`src/rtl/relobi_arbiter.sv`:
```
// relobi_arbiter: round-robin arbiter sharing one reliable-OBI subordinate among NumMgr managers,
// with TMR-voted handshakes, triplicated self-correcting control state and fault reporting.
package relobi_arbiter_pkg;
  typedef struct packed {
    logic UseRReady;
  } cfg_t;
  localparam cfg_t ObiDefaultConfig = '{UseRReady: 1'b0};
  typedef struct packed {
    logic [2:0]  req;
    logic [2:0]  rready;
    logic [31:0] a;
  } relobi_req_t;
  typedef struct packed {
    logic [2:0]  gnt;
    logic [2:0]  rvalid;
    logic [31:0] r;
  } relobi_rsp_t;
endpackage

module relobi_arbiter #(
  parameter relobi_arbiter_pkg::cfg_t Cfg = relobi_arbiter_pkg::ObiDefaultConfig,
  parameter int unsigned NumMgr = 2,
  parameter int unsigned MaxTrans = 4,
  parameter type relobi_req_t = relobi_arbiter_pkg::relobi_req_t,
  parameter type relobi_rsp_t = relobi_arbiter_pkg::relobi_rsp_t
) (
  input  logic        clk_i,
  input  logic        rst_i,
  input  relobi_req_t sbr_ports_req_i [NumMgr],
  output relobi_rsp_t sbr_ports_rsp_o [NumMgr],
  output relobi_req_t mgr_port_req_o,
  input  relobi_rsp_t mgr_port_rsp_i,
  output logic [1:0]  fault_o
);
  localparam int unsigned IW = NumMgr > 1 ? $clog2(NumMgr) : 1;
  localparam int unsigned CW = $clog2(MaxTrans + 1);
  localparam int unsigned PW = MaxTrans > 1 ? $clog2(MaxTrans) : 1;
  function automatic logic maj3(input logic [2:0] t);
    return (t[0] & t[1]) | (t[0] & t[2]) | (t[1] & t[2]);
  endfunction
  function automatic logic bad3(input logic [2:0] t);
    return |t & ~&t;
  endfunction
  logic [2:0][IW-1:0] rr_q, lidx_q;
  logic [2:0]         lock_q;
  logic [2:0][CW-1:0] cnt_q;
  logic [2:0][PW-1:0] wp_q, rp_q;
  logic [2:0][IW-1:0] fifo_q [MaxTrans];
  logic [IW-1:0] rr, lidx, head, sel, cand, rr_d, lidx_d;
  logic [CW-1:0] cnt, cnt_d;
  logic [PW-1:0] wp, rp, wp_d, rp_d;
  logic [NumMgr-1:0] req_v, rready_v;
  logic lock, lock_d, lk, sel_v, full, has, push, pop, gnt_v, rvalid_v, rready_out, in_bad, st_bad;
  always_comb begin
    rr = (rr_q[0] & rr_q[1]) | (rr_q[0] & rr_q[2]) | (rr_q[1] & rr_q[2]);
    lidx = (lidx_q[0] & lidx_q[1]) | (lidx_q[0] & lidx_q[2]) | (lidx_q[1] & lidx_q[2]);
    cnt = (cnt_q[0] & cnt_q[1]) | (cnt_q[0] & cnt_q[2]) | (cnt_q[1] & cnt_q[2]);
    wp = (wp_q[0] & wp_q[1]) | (wp_q[0] & wp_q[2]) | (wp_q[1] & wp_q[2]);
    rp = (rp_q[0] & rp_q[1]) | (rp_q[0] & rp_q[2]) | (rp_q[1] & rp_q[2]);
    head = (fifo_q[rp][0] & fifo_q[rp][1]) | (fifo_q[rp][0] & fifo_q[rp][2]) | (fifo_q[rp][1] & fifo_q[rp][2]);
    lock = maj3(lock_q);
    has = cnt != '0;
    full = cnt == CW'(MaxTrans);
    st_bad = rr_q[0] != rr_q[1] || rr_q[1] != rr_q[2] || lidx_q[0] != lidx_q[1] || lidx_q[1] != lidx_q[2]
          || bad3(lock_q) || cnt_q[0] != cnt_q[1] || cnt_q[1] != cnt_q[2]
          || wp_q[0] != wp_q[1] || wp_q[1] != wp_q[2] || rp_q[0] != rp_q[1] || rp_q[1] != rp_q[2]
          || (has && (fifo_q[rp][0] != fifo_q[rp][1] || fifo_q[rp][1] != fifo_q[rp][2]));
    gnt_v = maj3(mgr_port_rsp_i.gnt);
    rvalid_v = maj3(mgr_port_rsp_i.rvalid);
    in_bad = bad3(mgr_port_rsp_i.gnt) | bad3(mgr_port_rsp_i.rvalid);
    for (int i = 0; i < int'(NumMgr); i++) begin
      req_v[i] = maj3(sbr_ports_req_i[i].req);
      rready_v[i] = maj3(sbr_ports_req_i[i].rready);
      in_bad = in_bad | bad3(sbr_ports_req_i[i].req) | bad3(sbr_ports_req_i[i].rready);
    end
    // a lock only pins the selection while its owner keeps requesting
    lk = lock && req_v[lidx];
    sel = lidx;
    sel_v = lk;
    cand = '0;
    for (int k = int'(NumMgr) - 1; k >= 0; k--) begin
      cand = IW'((int'(rr) + k) % int'(NumMgr));
      if (!lk && req_v[cand]) begin
        sel = cand;
        sel_v = 1'b1;
      end
    end
    push = !rst_i && !full && sel_v && gnt_v;
    rready_out = !has || !Cfg.UseRReady || rready_v[head];
    pop = has && rvalid_v && rready_out;
    mgr_port_req_o = sbr_ports_req_i[sel];
    mgr_port_req_o.req = {3{!rst_i && !full && sel_v}};
    mgr_port_req_o.rready = {3{rready_out}};
    cnt_d = cnt + CW'(push) - CW'(pop);
    wp_d = push ? (wp == PW'(MaxTrans - 1) ? '0 : wp + 1'b1) : wp;
    rp_d = pop ? (rp == PW'(MaxTrans - 1) ? '0 : rp + 1'b1) : rp;
    lock_d = full ? lock : sel_v && !gnt_v;
    lidx_d = (!full && sel_v && !gnt_v) ? sel : lidx;
    rr_d = push ? (sel == IW'(NumMgr - 1) ? '0 : sel + 1'b1) : rr;
    for (int i = 0; i < int'(NumMgr); i++) begin
      sbr_ports_rsp_o[i] = mgr_port_rsp_i;
      sbr_ports_rsp_o[i].gnt = {3{push && sel == IW'(i)}};
      sbr_ports_rsp_o[i].rvalid = {3{has && rvalid_v && head == IW'(i)}};
    end
    fault_o = rst_i ? 2'b00 : {st_bad || (rvalid_v && !has), in_bad};
  end
  always_ff @(posedge clk_i or posedge rst_i)
    if (rst_i) begin
      rr_q <= '0;
      lidx_q <= '0;
      lock_q <= '0;
      cnt_q <= '0;
      wp_q <= '0;
      rp_q <= '0;
      for (int k = 0; k < int'(MaxTrans); k++) fifo_q[k] <= '0;
    end else begin
      rr_q <= {3{rr_d}};
      lidx_q <= {3{lidx_d}};
      lock_q <= {3{lock_d}};
      cnt_q <= {3{cnt_d}};
      wp_q <= {3{wp_d}};
      rp_q <= {3{rp_d}};
      if (push) fifo_q[wp] <= {3{sel}};
    end
endmodule
```
`config.mk`:
```
export PLATFORM = sky130hd
export DESIGN_NAME = relobi_arbiter
export DESIGN_NICKNAME = d
export VERILOG_FILES = /design/src/rtl/relobi_arbiter.sv
export SDC_FILE = /design/constraint.sdc
export NUM_CORES = 1
export LEC_CHECK = 0
export ABC_AREA = 1
export ABC_CLOCK_PERIOD_IN_PS = 3000
export CORE_MARGIN = 4
export CORE_UTILIZATION = 31
export DETAILED_ROUTE_END_ITERATION = 12
export MAX_ROUTING_LAYER = met4
export PLACE_DENSITY = 0.89
export RECOVER_POWER = 100
export SLEW_MARGIN = 15
export SYNTH_ARGS = -nofsm -noshare
export SYNTH_HDL_FRONTEND = slang
export SYNTH_SLANG_ARGS = --single-unit
```
`constraint.sdc`:
```
create_clock -name clk_i -period 3 [get_ports clk_i]
set_input_delay 0.3 -clock clk_i [delete_from_list [all_inputs] [get_ports clk_i]]
set_output_delay 0.3 -clock clk_i [all_outputs]
set_load 0.1 [all_outputs]
```
# After elaboration in Yosys (flattened, before gate mapping)
# Cells that the tools add are included.
dict set report op_classes {
  magnitude_cmp 7
  n_addsub 6
  n_bitwise 56
  reduce_logical 47
  n_eq_ne 5
  n_mux 28
}
# op count
set ops {}
lappend ops {{32-bit 2-to-1 mux} 3}
lappend ops {{1-bit bitwise AND} 25}
lappend ops {{3-bit AND reduction} 7}
lappend ops {{3-bit OR reduction} 7}
lappend ops {{1-bit logical AND} 17}
lappend ops {{1-bit OR} 17}
lappend ops {{1-bit 2-to-1 mux} 14}
lappend ops {{12-bit bitwise mux} 1}
lappend ops {{1-bit zero test} 12}
lappend ops {{2-bit 2-to-1 mux} 5}
lappend ops {{3-bit 2-to-1 mux} 3}
lappend ops {{2-bit OR} 4}
lappend ops {{3-bit binary-select mux with 2-bit select} 1}
lappend ops {{3-bit demux with 2-bit select} 1}
lappend ops {{3-bit greater-or-equal comparator, second input constant} 2}
lappend ops {{1-bit by 2-bit less-than comparator with 1-bit output, second input constant} 3}
lappend ops {{2-bit NOT with 3-bit output} 2}
lappend ops {{3-bit OR} 2}
lappend ops {{2-bit by 1-bit adder with 2-bit output, second input constant} 2}
lappend ops {{2-bit bitwise AND} 2}
lappend ops {{2-bit equality test, second input constant} 2}
lappend ops {{3-bit by 1-bit adder with 3-bit output} 1}
lappend ops {{3-bit bitwise AND} 1}
lappend ops {{3-bit equality test, second input constant} 1}
lappend ops {{9 further kinds} 14}
dict set report totals {
  wordCells 167
  ff_bits 22
  in_bits 116
}

# Longest topological paths before layout
# Gate-level depths: netlist of run 1.
dict set report depth {
  ltp_word 14
  ltp_mapped 10
}

# Worst setup path after synthesis of run 1
# Ideal clock, no wire load.
dict set report synth_timing {
  path_kind {input to output}
  startpoint {in sbr_ports_req_i[73] (netlist bit)}
  endpoint {out sbr_ports_rsp_o[36] (netlist bit)}
  arrival_ns 2.947
  n_path_buf 2
  cell_stages 9
  setup_slack_ns -0.247
  cell_sequence {nand2_1 nand2_1 nand2_2 inv_2 nand2_1 nand2_2 buf_2 a21oi_1 buf_4}
}
# item line_no
set synth_lines {}
lappend synth_lines {{start, declared} 29} ;# input relobi_req_t sbr_ports_req_i [NumMgr],
lappend synth_lines {{end, declared} 30} ;# output relobi_rsp_t sbr_ports_rsp_o [NumMgr],

# Worst setup path in the final report of run 1
dict set report layout_timing {
  startpoint {in mgr_port_rsp_i[37] (netlist bit)}
  endpoint {reg cnt_q[8] (netlist bit)}
}
dict set report layout_between {
  elab_chain_cells 6
  word_cells_on_any_way 7
}
# item line_no
set layout_lines {}
lappend layout_lines {{start, declared} 32} ;# input relobi_rsp_t mgr_port_rsp_i,
lappend layout_lines {{1-bit bitwise AND} 39} ;# return (t[0] & t[1]) | (t[0] & t[2]) | (t[1] & t[2]);
lappend layout_lines {{1-bit OR} 39}
lappend layout_lines {{1-bit OR (*)} 39}
lappend layout_lines {{1-bit logical AND (*)} 88} ;# push = !rst_i && !full && sel_v && gnt_v;
lappend layout_lines {{3-bit by 1-bit adder with 3-bit output (*)} 94} ;# cnt_d = cnt + CW'(push) - CW'(pop);
lappend layout_lines {{3-bit by 1-bit subtractor with 3-bit output (*)} 94}
lappend layout_lines {{via cnt_d[2]} 50} ;# logic [CW-1:0] cnt, cnt_d;
lappend layout_lines {{end signal, assigned} 120} ;# cnt_q <= {3{cnt_d}};
lappend layout_lines {{end, declared} 46} ;# logic [2:0][CW-1:0] cnt_q;
# The timed path passes the listed nets; every way through them passes the cells marked *.
# A chain may end at the register's enable or synchronous reset.

==> flow_metrics.tcl, run 1 <==
set metrics [dict create \
    outcome "complete, no violations" \
    cp-end-kind "flop" \
    post-cts-setup-buffer-count 0 \
    period_share 0.8857 \
    synthMuxAreaShare 0 \
    fillCellCount 587 \
    setup_viol 0 \
    crit_arrival_ns 2.77 \
    fp.dieW_um 90.35 \
    slew_violations 0 \
    synthDominantCellAreaShare 0.2750 \
    r2r_cells 8 \
    ys_types 25 \
    hold_path.class "reg -> reg" \
    synth_compound_area_frac 0.04702 \
    antenna_found_initial 0 \
    wire_per_inst_um 13.53 \
    drive_above_1_share 0.1501 \
    gp_routability_congestion 0.8208 \
    switchingPower_w 0.002351 \
    drt_iter0_drc 93 \
    finalCoreUtilization 0.5118 \
    grt_use_total 0.1547 \
    core_um2 6459 \
    final_nets 519 \
    crit_type "in -> reg" \
    crit_chain "clkdlybuf4s50_1 > inv_1 > a21oi_1 > nand3_1 > ha_1 > inv_1 > ha_1 > fa_1 > xor2_1" \
    total_power_w 0.003741 \
    numCtsBuffers 3 \
    clock_skew_ns 0.001926 \
    syn_to_final_growth_pct 57.26 \
    cts_resized 0 \
    final_common_cell "nand2_1" \
    synth_xor_area_frac 0.008333 \
    vdd_drop_max_mv 0.7580 \
    synth_adder_area_share 0.05119 \
    rsz0062_at_grt "false" \
    syn_inst 339 \
    relSlewSlack 0.2131 \
    min_to "fifo_q[11]$_DFFE_PP0P_" \
    tightest_slew_ns 1.185 \
    switching_share 0.6283 \
    ios 232 \
    seq_area_um2 350.3 \
    holdPathStages 2 \
    crit_path_max_incr_delay_ns 0.50 \
    ctsHoldBuffers 0 \
    crit_family "adder cells" \
    synthSimpleGateAreaFrac 0.3696 \
    r2r-end "cnt_q[8]$_DFF_PP0_" \
    combPwrFrac 0.864 \
    hp-start "fifo_q[11]$_DFFE_PP0P_" \
    cp_slowest_cell "clkdlybuf4s50_1" \
    synth-seq-area-share 0.1667 \
    synth_top_family_by_area "simple AND/OR/NAND/NOR gates" \
    final.setup.tns_ns 0 \
    die_h_um 90.35 \
    reg2reg_from "cnt_q[7]$_DFF_PP0_" \
    netlist_area_um2 2102 \
    maxCapViolations 0 \
    multi_input_area_um2 1007 \
    ys_seq_elements 14 \
    drc_errors 0 \
    wl_mm 6.359 \
    seq_power_share 0.098 \
    max_freq_mhz 376.4 \
    crit_buf_inv 3 \
    startpoint_type "input pin" \
    drt_pass1_iterations 4 \
    grt_pass1_wl_mm 10.10 \
    io_buffers 132 \
    via_per_inst 4.502 \
    min_period_ns 2.657 \
    cts_buffer_depth 2 \
    syn_avg_cell_area_um2 6.201 \
    clk_latency_ns 0.24 \
    dpl.hpwl_mm 5.602 \
    layout_common_cells "nand2_1, clkdlybuf4s50_1, buf_12" \
    cts_tree "built" \
    overflow 0 \
    grt_pass1_vias 2108 \
    p_int_w 0.001391 \
    p_leak_nw 1.654 \
    path_max_fanout 9 \
    placementRows 29 \
    antennaDiodeCount 0 \
    vias 2116 \
    root_buffer "clkbuf_8" \
    required_ns 3.11 \
    dpl-instance-area_um2 3343 \
    hold_viol_final 0 \
    grt_max_degree 38 \
    dieArea_um2 8162 \
    cts_num_sinks 14 \
    yosysWarnings 0 \
    clkPwrFrac 0.039 \
    design_area_um2 3306 \
    start_util 0.3255 \
    reg2reg_slack_ns 0.67 \
    cellPowerDensity_nw_per_um2 1132 \
    synthTopCellsByArea "buf_4, nand2_1, dfrtp_1" \
    cts.htree.levels 1 \
    synth_top_area_cell "buf_4" \
    postRouteAntennaNets 0 \
    cts.clk_slew.worst_paths_ns 0.05 \
]
logic make-up (layout without fill, tap and decap cells):
kind of cell	after synthesis	after routing
other	1	3
XOR/XNOR	2	2
AND/OR/NAND/NOR	186	186
flip-flops	14	14
adder cells (fa/ha/maj)	8	8
AO/OA/AOI/OAI	14	14
buffers and inverters	114	166
worst min-delay path, delay by kind of cell (launching register included):
| family | cells | cell delay, ns |
|---|---|---|
| flops | 1 | 0.35 |
| simple gates | 2 | 0.11 |
final cells by class:
type                    count  area share
inverters                  28     0.03179
well taps                  77     0.02914
clock buffers               3     0.01249
flip-flops and latches     14      0.1060
multi-input cells         213      0.3047
repair buffers            135      0.5159
per-layer routing:
layer | vias to the layer above | GRT usage | routed length [µm]
li1 | 1081 | - | -
met1 | 928 | 0.1545 | 2265
met2 | 101 | 0.2956 | 3538
met3 | 6 | 0.05333 | 525
met4 | 0 | 0.02168 | 29
met5 | - | - | 0
metrics by stage:
step | cells | hold slack (ns) | setup slack, ns
global route | 470 | 0.5180 | 0.2100
detailed placement | 467 | 0.4799 | 0.3020
floorplan | 341 | 0.2056 | 0.02317
finish | 470 | 0.4933 | 0.3430
global placement | 467 | 0.4691 | 0.4260
CTS | 470 | 0.4129 | 0.5088
how the worst max path moves through the flow:
stage / end / depth (start not counted) / slack [ns] / from
floorplan: sbr_ports_rsp_o[33] / 5 / 0.02 / cnt_q[8]$_DFF_PP0_
global placement: cnt_q[8]$_DFF_PP0_ / 11 / 0.43 / sbr_ports_req_i[73]
detailed placement: cnt_q[8]$_DFF_PP0_ / 11 / 0.30 / sbr_ports_req_i[74]
CTS: sbr_ports_rsp_o[34] / 8 / 0.51 / mgr_port_rsp_i[32]
global route: cnt_q[8]$_DFF_PP0_ / 11 / 0.21 / sbr_ports_req_i[35]
finish: cnt_q[8]$_DFF_PP0_ / 9 / 0.34 / mgr_port_rsp_i[37]
registers in the layout (all words and copies together), names as in the netlist:
signal / count
rp_q: 2
cnt_q: 3
rr_q: 1
lidx_q: 1
fifo_q: 4
wp_q: 2
lock_q: 1
synth_stat cells:
master,number
nand2_1,121
buf_4,77
nand3_1,39
inv_1,27
nor2_1,17
dfrtp_1,14
o21ai_0,8
ha_1,7
buf_2,6
nand4_1,4
buf_6,3
a21oi_1,2
nand2_2,2
a21oi_2,1
a21oi_4,1
conb_1,1
fa_1,1
inv_2,1
nand2_4,1
nand3_2,1
nor3_1,1
o21ai_1,1
o21bai_4,1
xnor2_1,1
xor2_1,1
power by group through the flow:
| stage | Combinational (W) | Clock [W] | Sequential, W |
|---|---|---|---|
| after floorplan | 0.00262 | 0 | 0.000345 |
| after CTS | 0.00333 | 0.000152 | 0.000365 |
| after global placement | 0.00326 | 0 | 0.000360 |
| after detailed placement | 0.00332 | 0 | 0.000367 |
| final | 0.00323 | 0.000145 | 0.000365 |
| after global routing | 0.00338 | 0.000166 | 0.000379 |
Power figures use the tool's default switching activity.
==> run 2, diff against run 1 <==
- ABC_CLOCK_PERIOD_IN_PS: 3000 -> 3300
- clock period: 3 -> 3.3 ns (I/O delays scaled with it)
==> run 2 against run 1 <==
  * Flip-flop and latch count unchanged
  * Clock-buffer cell count unchanged
  * Design area fell by 8.3%
  * Clock skew shrank 0.00073 ns
  * First-iteration DRC count shrank 5.4%
  * Utilization decreased by 4.2 points
  * Largest cell class unchanged
  * Routed wire length grew 0.79%
  * Critical path depth up 2
==> flow_metrics.tcl, run 2 (synthesized netlist as in run 1, its figures left out) <==
set metrics [dict create \
    ctsHoldBuffers 0 \
    startpoint "sbr_ports_req_i[73]" \
    path_max_fanout 32 \
    p_int_w 0.001019 \
    drive_above_1_share 0.1454 \
    relSlewSlack 0.2134 \
    pre_cts_ws_ns 0.5520 \
    grt_pass1_vias 2127 \
    io_buffers 132 \
    cts.clk_slew.worst_paths_ns 0.05 \
    antennaDiodeCount 0 \
    met3_usage 0.06167 \
    top_regs "fifo_q (4), cnt_q (3)" \
    core_um2 6459 \
    cts_resized 0 \
    root_buffer "clkbuf_8" \
    hp-start "rr_q[2]$_DFFE_PP0P_" \
    slew_violations 0 \
    seq_power_share 0.106 \
    combPwrFrac 0.849 \
    crit_arrival_ns 2.49 \
    drc_errors 0 \
    clock_skew_ns 0.001199 \
    layout_common_cells "nand2_1, clkdlybuf4s50_1, nand3_1" \
    postRouteAntennaNets 0 \
    finalCoreUtilization 0.4694 \
    wl_mm 6.409 \
    crit_type "in -> out" \
    hold_viol_final 0 \
    fin_ws_ns 0.4755 \
    switching_share 0.6739 \
    placementRows 29 \
    cts_tree "built" \
    rsz0062_at_grt "false" \
    final.setup.tns_ns 0 \
    setup_viol 0 \
    largest_reg_flops 4 \
    use_met2 0.2987 \
    die_h_um 90.35 \
    start_util 0.3255 \
    maxCapViolations 0 \
    dieArea_um2 8162 \
    numCtsBuffers 3 \
    regMostFlops "fifo_q" \
    gp_routability_congestion 0.7984 \
    fp.dieW_um 90.35 \
    clk_latency_ns 0.25 \
    busiest_layer "met2" \
    startpoint_type "input pin" \
    switchingPower_w 0.002105 \
    cellPowerDensity_nw_per_um2 1030 \
    clkPwrFrac 0.045 \
    outcome "complete, no violations" \
    hold_path.class "reg -> reg" \
    via_per_inst 4.563 \
    cts_buffer_depth 2 \
    grt_max_degree 38 \
    drt_iter0_drc 88 \
    final_common_cell "nand2_1" \
    total_power_w 0.003123 \
    ios 232 \
    vdd_drop_max_mv 0.5595 \
    period_share 0.8559 \
    max_freq_mhz 354.1 \
    antenna_found_initial 0 \
    overflow 0 \
    gr-usage-met1 0.1494 \
    grt_pass1_wl_mm 10.15 \
    reg2reg_from "cnt_q[7]$_DFF_PP0_" \
    cp-end-kind "output port" \
    grt_use_total 0.1567 \
    post-cts-setup-buffer-count 0 \
    drt_pass1_iterations 4 \
    p_leak_nw 1.566 \
    cts.htree.levels 1 \
    vias 2140 \
    final_nets 518 \
    min_period_ns 2.824 \
    syn_to_final_growth_pct 44.23 \
    required_ns 2.97 \
    cts_num_sinks 14 \
    tightest_slew_ns 1.185 \
    wire_per_inst_um 13.67 \
    dpl.hpwl_mm 5.608 \
]
run 2: worst paths after layout:
kind                                               end  slack [ns]  cells after the start
worst min register to register     rr_q[2]$_DFFE_PP0P_        0.48                      2
min in group asynchronous           cnt_q[7]$_DFF_PP0_        0.67                      2
max in group asynchronous       fifo_q[11]$_DFFE_PP0P_        2.24                      2
worst max-delay path                mgr_port_req_o[18]        0.48                     11
worst max register to register      cnt_q[8]$_DFF_PP0_        0.94                      8
worst min-delay path               rr_q[2]$_DFFE_PP0P_        0.48                      2
run 2: power by group through the flow:
stage | sequential, W | clock [W] | combinational (W)
detailed placement | 0.000332 | 0 | 0.00291
global route | 0.000344 | 0.000158 | 0.00279
finish | 0.000332 | 0.000142 | 0.00265
global placement | 0.000327 | 0 | 0.00286
floorplan | 0.000313 | 0 | 0.00237
CTS | 0.000331 | 0.000146 | 0.00291
run 2: layout make-up:
type	count	area [µm²]
clock buffers	3	41.29
fillers	621	3427
inverters	28	105.1
multi-input cells	213	1007
flip-flops and latches	14	350.3
well taps	77	96.34
repair buffers	134	1431
run 2: critical path, cell delays in order:
cell	delay, ns
clkdlybuf4s50_1	0.48
inv_1	0.04
nand2_1	0.09
nand2_2	0.10
inv_2	0.05
nand2_1	0.05
nand2_2	0.11
clkbuf_2	0.51
nand3_1	0.13
nand2_1	0.11
clkbuf_2	0.47
run 2: per-layer routing:
metal / wire length [µm] / vias up
li1: - / 1079
met1: 2229 / 937
met2: 3436 / 116
met3: 674 / 8
met4: 68 / 0
met5: 0 / -
run 2: stage by stage:
step / hold WS [ns] / instance area, µm² / std cells
after global placement: 0.4671 / 3257 / 466
after CTS: 0.4864 / 3298 / 469
after detailed placement: 0.4709 / 3257 / 466
after floorplan: 0.2356 / 2113 / 341
final: 0.4832 / 3032 / 469
after global routing: 0.4987 / 3032 / 469
==> run 3, diff against run 2 <==
- CORE_MARGIN: 4 -> 5
==> run 3 against run 2 <==
  * Power up 6.4%
  * Fmax increased by 0.61%
  * Clock power rose by 16%
  * Critical path depth fell by 6
  * Critical path type unchanged
  * Critical endpoint is now fault_o[1]
  * Largest cell class unchanged
==> flow_metrics.tcl, run 3 (synthesized netlist as in run 1, its figures left out) <==
set metrics [dict create \
    cp-end-kind "output port" \
    drt_iter0_drc 97 \
    final_cells 473 \
    setup_viol 0 \
    crit_arrival_ns 2.48 \
    dpl.hpwl_mm 5.397 \
    cts_buffer_depth 2 \
    dieArea_um2 8528 \
    dpl-instance-area_um2 3223 \
    grt_max_degree 38 \
    switching_share 0.6373 \
    antenna_found_initial 0 \
    gp_routability_congestion 0.7963 \
    via_per_inst 4.471 \
    cts_tree "built" \
    period_share 0.8507 \
    wl_mm 6.211 \
    p_leak_nw 1.632 \
    top_regs "fifo_q (4), cnt_q (3)" \
    maxCapViolations 0 \
    reg2reg_from "cnt_q[7]$_DFF_PP0_" \
    syn_to_final_growth_pct 53.87 \
    grt_pass1_vias 2202 \
    p_int_w 0.001205 \
    fillCellCount 630 \
    seq_power_share 0.100 \
    numPlacedInstances 469 \
    grt_pass1_wl_mm 9.942 \
    hp-start "fifo_q[5]$_DFFE_PP0P_" \
    overflow 0 \
    hold_path.class "reg -> reg" \
    postRouteAntennaNets 0 \
    startpoint_type "input pin" \
    fin_ws_ns 0.4928 \
    cellPowerDensity_nw_per_um2 1028 \
    cts.htree.levels 1 \
    ios 232 \
    io_buffers 132 \
    die_h_um 92.35 \
    clkPwrFrac 0.050 \
    crit_type "in -> out" \
    core_um2 6681 \
    outcome "complete, no violations" \
    start_util 0.3146 \
    final_common_cell "nand2_1" \
    vias 2115 \
    placementRows 30 \
    drive_above_1_share 0.1450 \
    numCtsBuffers 3 \
    cts.clk_slew.worst_paths_ns 0.06 \
    min_period_ns 2.807 \
    tightest_slew_ns 1.193 \
    grt_use_total 0.1462 \
    ctsHoldBuffers 0 \
    layout_common_cells "nand2_1, clkdlybuf4s50_1, nand3_1" \
    required_ns 2.97 \
    post-cts-setup-buffer-count 0 \
    pre_cts_ws_ns 0.5565 \
    slew_violations 0 \
    startpoint "rst_i" \
    vdd_drop_max_mv 0.7019 \
    regMostFlops "fifo_q" \
    final.setup.tns_ns 0 \
    drt_pass1_iterations 4 \
    hold_viol_final 0 \
    max_freq_mhz 356.2 \
    drc_errors 0 \
    clk_latency_ns 0.24 \
    rsz0062_at_grt "false" \
    cts_resized 0 \
    switchingPower_w 0.002118 \
    combPwrFrac 0.851 \
    design_area_um2 3234 \
    clock_skew_ns 0.001011 \
    fp.dieW_um 92.35 \
    relSlewSlack 0.2080 \
    path_max_fanout 16 \
    cts_num_sinks 14 \
    root_buffer "clkbuf_8" \
    antennaDiodeCount 0 \
    largest_reg_flops 4 \
    wire_per_inst_um 13.13 \
    final_nets 518 \
]
[run 3: cell types whose count changed in the layout (fill, tap and decap cells not counted), sizes merged]
cell and delta:
clkbuf -13, buf +14
[run 3: worst paths after layout]
kind / slack [ns] / end / depth (start not counted)
worst min-delay path: 0.49 / fifo_q[5]$_DFFE_PP0P_ / 2
worst max register to register: 0.96 / cnt_q[8]$_DFF_PP0_ / 8
max in group asynchronous: 2.23 / fifo_q[5]$_DFFE_PP0P_ / 2
min in group asynchronous: 0.67 / lock_q[0]$_DFFE_PP0N_ / 2
worst min register to register: 0.49 / fifo_q[5]$_DFFE_PP0P_ / 2
worst max-delay path: 0.49 / fault_o[1] / 5
[run 3: through the flow]
| step | power, W | utilization | hold WS (ns) |
|---|---|---|---|
| 6_report | 0.003324 | 0.4841 | 0.4859 |
| 5_1_grt | 0.003482 | 0.4841 | 0.5104 |
| 4_1_cts | 0.003382 | 0.4906 | 0.4864 |
| 3_5_place_dp | 0.003211 | 0.4824 | 0.4706 |
| 3_3_place_gp | 0.003165 | 0.4824 | 0.4710 |
| 2_1_floorplan | 0.002686 | - | 0.2356 |
[run 3: worst max-delay path: stages]
cell and delay, ns:
dlygate4sd3_1 0.59, inv_1 0.47, nand2_1 0.11, nor2_1 0.10, clkbuf_1 0.88
[run 3: power by group through the flow]
stage	Sequential [W]	Combinational, W	Clock [W]
2_1_floorplan	0.000313	0.00237	0
3_3_place_gp	0.000326	0.00284	0
3_5_place_dp	0.000331	0.00288	0
4_1_cts	0.000330	0.00288	0.000168
5_1_grt	0.000342	0.00296	0.000177
6_report	0.000331	0.00283	0.000165
[run 3: final cells by class]
cell class	count	area (µm²)	share of cell area
timing repair buffer	134	1615	0.4994
multi-input combinational	213	1008	0.3118
sequential	14	350.3	0.1083
inverter	28	105.1	0.03250
tap	80	100.1	0.03095
clock buffer	4	55.05	0.01702
[run 3: layer usage]
metal	global-route usage	wire, µm	vias up
met1	0.1537	2232	921
met5	-	0	-
met2	0.2640	3330	103
li1	-	-	1081
met3	0.05443	595	10
met4	0.02599	53	0
